<file path="src/rtl/microseq_pkg.sv">
// microseq_pkg: shared types for the microsequencer.
// Optional wait timeout is enabled with MICROSEQ_TIMEOUT_EN.
package microseq_pkg;

  localparam int ADDR_W = 9;

  typedef enum logic [2:0] {
    NS_INC  = 3'b000,
    NS_JMP  = 3'b001,
    NS_DEC  = 3'b010,
    NS_CBR  = 3'b011,
    NS_CALL = 3'b100,
    NS_RET  = 3'b101,
    NS_CDEC = 3'b110,
    NS_WAIT = 3'b111
  } ns_ctrl_e;

  typedef enum logic [1:0] {
    COND_MOC  = 2'b00,
    COND_ICC  = 2'b01,
    COND_IBIT = 2'b10,
    COND_TRAP = 2'b11
  } cond_sel_e;

endpackage

</file>
<file path="src/rtl/micro_return_stack.sv">
// micro_return_stack: LIFO of microsubroutine return addresses.
// Push on full and pop on empty are dropped and flagged.
module micro_return_stack #(
  parameter int ADDR_W = 9,
  parameter int DEPTH  = 4
) (
  input  logic              clk_i,
  input  logic              rst_i,
  input  logic              push_i,
  input  logic              pop_i,
  input  logic [ADDR_W-1:0] data_i,
  output logic [ADDR_W-1:0] top_o,
  output logic              empty_o,
  output logic              ovf_o,
  output logic              unf_o
);

  localparam int AW = $clog2(DEPTH);
  localparam int CW = AW + 1;

  logic [ADDR_W-1:0] mem_q [DEPTH];
  logic [CW-1:0]     cnt_q, cnt_d;
  logic [AW-1:0]     wr_idx, rd_idx;
  logic              full;
  logic              do_push, do_pop;

  assign full    = (cnt_q == CW'(DEPTH));
  assign empty_o = (cnt_q == '0);
  assign wr_idx  = cnt_q[AW-1:0];
  assign rd_idx  = wr_idx - AW'(1);
  assign top_o   = mem_q[rd_idx];
  assign do_push = push_i && !full;
  assign do_pop  = pop_i && !empty_o;
  assign ovf_o   = push_i && full;
  assign unf_o   = pop_i && empty_o;

  // Entry count follows committed pushes and pops
  always_comb begin
    cnt_d = cnt_q;
    if (do_push)
      cnt_d = cnt_q + CW'(1);
    else if (do_pop)
      cnt_d = cnt_q - CW'(1);
  end

  // Storage and pointer; reset discards every entry
  always_ff @(posedge clk_i) begin
    if (rst_i) begin
      cnt_q <= '0;
      for (int i = 0; i < DEPTH; i++)
        mem_q[i] <= '0;
    end else begin
      cnt_q <= cnt_d;
      if (do_push)
        mem_q[wr_idx] <= data_i;
    end
  end

endmodule

</file>
<file path="src/rtl/microsequencer.sv">
// microsequencer: next-microstate generator with return stack.
// Define MICROSEQ_TIMEOUT_EN to trap on a WAIT that never completes.
module microsequencer
  import microseq_pkg::*;
#(
  parameter int                STACK_DEPTH = 4,
  parameter logic [ADDR_W-1:0] RESET_STATE = '0,
  parameter logic [ADDR_W-1:0] TRAP_STATE  = ADDR_W'(500),
  parameter int                TIMEOUT_CYC = 16
) (
  input  logic              Clock,
  input  logic              Reset,
  input  logic [2:0]        NS_Ctrl,
  input  logic              INV_Ctrl,
  input  logic [1:0]        COND_Sel,
  input  logic [ADDR_W-1:0] CR_Addr,
  input  logic [ADDR_W-1:0] Encoder_Addr,
  input  logic              MOC,
  input  logic              Cond,
  input  logic              IR_Bit,
  input  logic              Trap_Pending,
  output logic [ADDR_W-1:0] Next_State,
  output logic [ADDR_W-1:0] State,
  output logic              Stack_Err,
  output logic              Timeout
);

  if (STACK_DEPTH < 2 ||
      (STACK_DEPTH & (STACK_DEPTH - 1)) != 0 ||
      TIMEOUT_CYC < 2) begin : g_bad_cfg
    $error("microsequencer: bad parameters");
  end

  ns_ctrl_e          op;
  logic [ADDR_W-1:0] state_q, ns_d, inc;
  logic [ADDR_W-1:0] stk_top;
  logic              stk_empty, stk_ovf, stk_unf;
  logic              sel, c;
  logic              err_q;
  logic              tmo_hit;

  assign op  = ns_ctrl_e'(NS_Ctrl);
  assign inc = state_q + ADDR_W'(1);
  assign c   = sel ^ INV_Ctrl;

  // Condition source multiplexer
  always_comb begin
    sel = 1'b0;
    unique case (cond_sel_e'(COND_Sel))
      COND_MOC:  sel = MOC;
      COND_ICC:  sel = Cond;
      COND_IBIT: sel = IR_Bit;
      COND_TRAP: sel = Trap_Pending;
    endcase
  end

  // Next microstate; timeout and reset override the opcode
  always_comb begin
    ns_d = inc;
    unique case (op)
      NS_INC:  ns_d = inc;
      NS_JMP:  ns_d = CR_Addr;
      NS_DEC:  ns_d = Encoder_Addr;
      NS_CBR:  ns_d = c ? CR_Addr : inc;
      NS_CALL: ns_d = CR_Addr;
      NS_RET:  ns_d = stk_empty ? RESET_STATE : stk_top;
      NS_CDEC: ns_d = c ? Encoder_Addr : CR_Addr;
      NS_WAIT: ns_d = c ? inc : state_q;
    endcase
    if (tmo_hit)
      ns_d = TRAP_STATE;
    if (Reset)
      ns_d = RESET_STATE;
  end

  assign Next_State = ns_d;
  assign State      = state_q;
  assign Stack_Err  = err_q;

  micro_return_stack #(
    .ADDR_W (ADDR_W),
    .DEPTH  (STACK_DEPTH)
  ) u_stack (
    .clk_i   (Clock),
    .rst_i   (Reset),
    .push_i  (op == NS_CALL),
    .pop_i   (op == NS_RET),
    .data_i  (inc),
    .top_o   (stk_top),
    .empty_o (stk_empty),
    .ovf_o   (stk_ovf),
    .unf_o   (stk_unf)
  );

  // Current microstate and sticky stack error
  always_ff @(posedge Clock) begin
    if (Reset) begin
      state_q <= RESET_STATE;
      err_q   <= 1'b0;
    end else begin
      state_q <= ns_d;
      err_q   <= err_q | stk_ovf | stk_unf;
    end
  end

`ifdef MICROSEQ_TIMEOUT_EN
  localparam int TW = $clog2(TIMEOUT_CYC) + 1;

  logic [TW-1:0] wcnt_q, wcnt_d;
  logic          tmo_q;
  logic          waiting;

  assign waiting = (op == NS_WAIT) && !c;
  assign tmo_hit = waiting &&
                   (wcnt_q == TW'(TIMEOUT_CYC - 1));
  assign wcnt_d  = (waiting && !tmo_hit) ?
                   wcnt_q + TW'(1) : '0;
  assign Timeout = tmo_q;

  // Stalled-wait counter and sticky timeout flag
  always_ff @(posedge Clock) begin
    if (Reset) begin
      wcnt_q <= '0;
      tmo_q  <= 1'b0;
    end else begin
      wcnt_q <= wcnt_d;
      tmo_q  <= tmo_q | tmo_hit;
    end
  end
`else
  assign tmo_hit = 1'b0;
  assign Timeout = 1'b0;
`endif

endmodule

</file>
<file path="config.mk">
export PLATFORM = sky130hd
export DESIGN_NAME = microsequencer
export DESIGN_NICKNAME = d
export VERILOG_FILES = /design/src/rtl/microseq_pkg.sv /design/src/rtl/micro_return_stack.sv /design/src/rtl/microsequencer.sv
export SDC_FILE = /design/constraint.sdc
export NUM_CORES = 1
export LEC_CHECK = 0
export CORE_MARGIN = 5
export CORE_UTILIZATION = 51
export CTS_CLUSTER_SIZE = 40
export DETAILED_ROUTE_END_ITERATION = 10
export PLACE_DENSITY = 0.79
export RECOVER_POWER = 50
export SLEW_MARGIN = 20
export SYNTH_ARGS = -nofsm -noshare
export SYNTH_HDL_FRONTEND = slang
export SYNTH_SLANG_ARGS = --single-unit
</file>
<file path="constraint.sdc">
create_clock -name Clock -period 5.38 [get_ports Clock]
set_input_delay 0.807 -clock Clock [delete_from_list [all_inputs] [get_ports Clock]]
set_output_delay 0.807 -clock Clock [all_outputs]
set_load 0.01 [all_outputs]
</file>
==> impl_metrics.toml <==
[outcome]
status = "completed"

[die]
fp.dieH_um = 86.91
die_w_um = 86.91
dieArea_mm2 = 0.007553
core_region_area_mm2 = 0.005851
start_util = 0.5156
pin_count = 50
placementRows = 28

[setup_path]
cp.arrival_ns = 4.03
crit_required_ns = 4.57
start_kind = "input port"
crit_fanout = 13
startpoint = "COND_Sel[1]"
critical_path_class = "input port to output port"
r2r_start = "u_stack.cnt_q[1]"
cp-end-kind = "output port"

[grt]
grt_pass1_vias = 2514
grt.overflow.total = 0
grt_max_degree = 27
antenna_found_initial = 0
track_usage = 0.2149
grt_pass1_wl_um = 12610

[timing]
fmax_mhz = 206.6
period_needed_ns = 4.841
skew_ns = 0.006454
setup_viol = 0
rsz0062_at_grt = "false"
slew-limit-headroom = 0.3397
drv_slew = 0
finalCritPeriodShare = 0.8999
tns_ns = 0
worst_pin_slew_ns = 0.9874
finalHoldViolCount = 0

[synthesis]
async_flop_share = 0
synth_area_mm2 = 0.003017
ys_seq_elements = 49
synth_edf_count = 36
yosys_warnings = 0
synth.net_count = 340
ys_dominant_reg_cell = "edfxtp_1"
yosysSeqAreaShare = 0.4446
synth.avg_cell_area_um2 = 9.826
synth_cell_types = 46
postSynthCellCount = 307

[clocking]
cts.sinks = 49
hold_buffers = 0
cts_tree = "built"
clk_pin_slew_ns = 0.09
cts_buffer_depth = 2
cts_max_level = 2
clk_latency_ns = 0.30
cts_buffers = 5
cts_setup_buffers = 0
cts_resized = 0
cts.root.buffer_cell = "clkbuf_8"

[drt]
routed_via_density = 5.972
drtPass1Iterations = 4
drt_iter0_markers = 182
routedWlPerCell_um = 18.28
routed_wl_um = 7733
postRouteAntennaNets = 0
drcViolationCount = 0
vias = 2526

[finish]
drive_above_1_share = 0.07471
post_layout_nonfiller_instances = 423
fin_nets = 380
n_antenna_cell = 0
syn2layout_area_growth_pct = 19.04

[power_and_ir_drop]
ir_drop_uv = 124.7
power.leakage_uw = 0.001282
cellPowerDensity_mw_per_mm2 = 246.2

[worst_hold_path]
hp-start = "Stack_Err"
min_path_type = "flop to flop"

[place]
dp_cells = 415
io_buffers = 48
globalplace.congestion = 0.9156
hpwlAfterDp_um = 5592

[job]
maxCapViolCount = 0
==> through the flow <==
step           setup WS, ns  total power [µW]  area (µm²)  utilization  hold slack (ns)
2_1_floorplan         1.959             594.6        3017            -           0.5024
3_3_place_gp         0.8207             676.0        3531       0.6035           0.4615
3_5_place_dp         0.8105             680.0        3531       0.6035           0.4686
4_1_cts              0.7868             892.4        3615       0.6178           0.4901
5_1_grt              0.2991             924.3        3591       0.6138           0.5304
6_report             0.5388             884.2        3591       0.6138           0.4877
==> cells in the final DEF, fill, tap and decap left out, types with 3 or more instances in the layout <==
cell type         n
a211oi_1         11
a21oi_1          14
a221o_1           4
a221oi_1         10
buf_4             6
clkbuf_1          3
clkbuf_8          5
clkdlybuf4s50_1  36
dfxtp_1          13
dlygate4sd3_1    12
edfxtp_1         36
inv_1            14
maj3_1            9
mux4_2           10
nand2_1          32
nand2b_1          4
nand3_1           9
nor2_1           58
nor3_1            6
o21ai_0           4
xnor2_1          13
xor2_1            6
==> Yosys cell counts (3+ instances only) <==
cell type	instances	area, µm²
a221o_1	4	40.04
buf_2	6	30.03
nor2_1	58	217.7
xor2_1	6	52.55
clkbuf_1	11	41.29
nor3_1	6	30.03
a2111oi_2	3	45.04
dfxtp_1	13	260.3
a21oi_1	14	70.07
nand3_1	9	45.04
mux4_2	10	225.2
a211oi_1	11	82.58
nand2b_1	4	25.02
a221oi_1	10	87.58
nand2_1	32	120.1
xnor2_1	12	105.1
maj3_1	9	90.09
o21ai_0	4	20.02
inv_1	14	52.55
edfxtp_1	36	1081
==> final timing paths <==
path / endpoint / slack (ns) / depth (start not counted)
worst max-delay path: Next_State[7] / 0.54 / 8
worst min-delay path: Stack_Err / 0.49 / 2
worst max register to register: u_stack.mem_q[2][8] / 2.35 / 7
worst min register to register: Stack_Err / 0.49 / 2
==> state kept, by name, summed over array words and instances (netlist names) <==
| signal | cells |
|---|---|
| State | 9 |
| u_stack.cnt_q | 3 |
| u_stack.mem_q | 36 |
| Stack_Err | 1 |
==> layer usage <==
| metal | up-vias | wire length (µm) | share of wire | GRT usage |
|---|---|---|---|---|
| met2 | 107 | 3845 | 0.50 | 0.3692 |
| met1 | 1220 | 3194 | 0.41 | 0.2737 |
| met5 | - | 0 | 0 | 0 |
| met4 | 0 | 104 | 0.013 | 0.05949 |
| li1 | 1191 | - | - | - |
| met3 | 8 | 589 | 0.076 | 0.04541 |
==> critical path, cell delays in order <==
cell,delay [ns]
clkdlybuf4s50_1,0.48
mux4_2,0.55
xnor2_1,0.54
buf_4,0.32
a211oi_1,0.10
a2111oi_0,0.59
a211oi_1,0.11
clkdlybuf4s50_1,0.53
==> cell families (layout without fill, tap and decap cells) <==
family / after synthesis / count (layout) / share of synthesized area
multiplexers: 11 / 11 / 0.07798
flip-flops: 49 / 49 / 0.4446
AO/OA/AOI/OAI: 60 / 60 / 0.1506
other: 1 / 1 / 0.001243
adder cells (fa/ha/maj): 12 / 12 / 0.04479
AND/OR/NAND/NOR: 119 / 119 / 0.1684
buffers and inverters: 36 / 77 / 0.05475
XOR/XNOR: 19 / 19 / 0.05765
==> power breakdown <==
part           internal (µW)  switching [µW]
sequential               425            16.3
combinational            104             123
clock                   92.4             124
total                    621             263
==> area by class of cell <==
type	count	area [µm²]
fill	486	2260
multi-input combinational	222	1490
sequential	49	1341
timing repair buffer	55	529.3
tap	75	93.84
clock buffer	7	76.32
inverter	14	52.55
clock inverter	1	7.507
(Power assumes the default switching activity.)
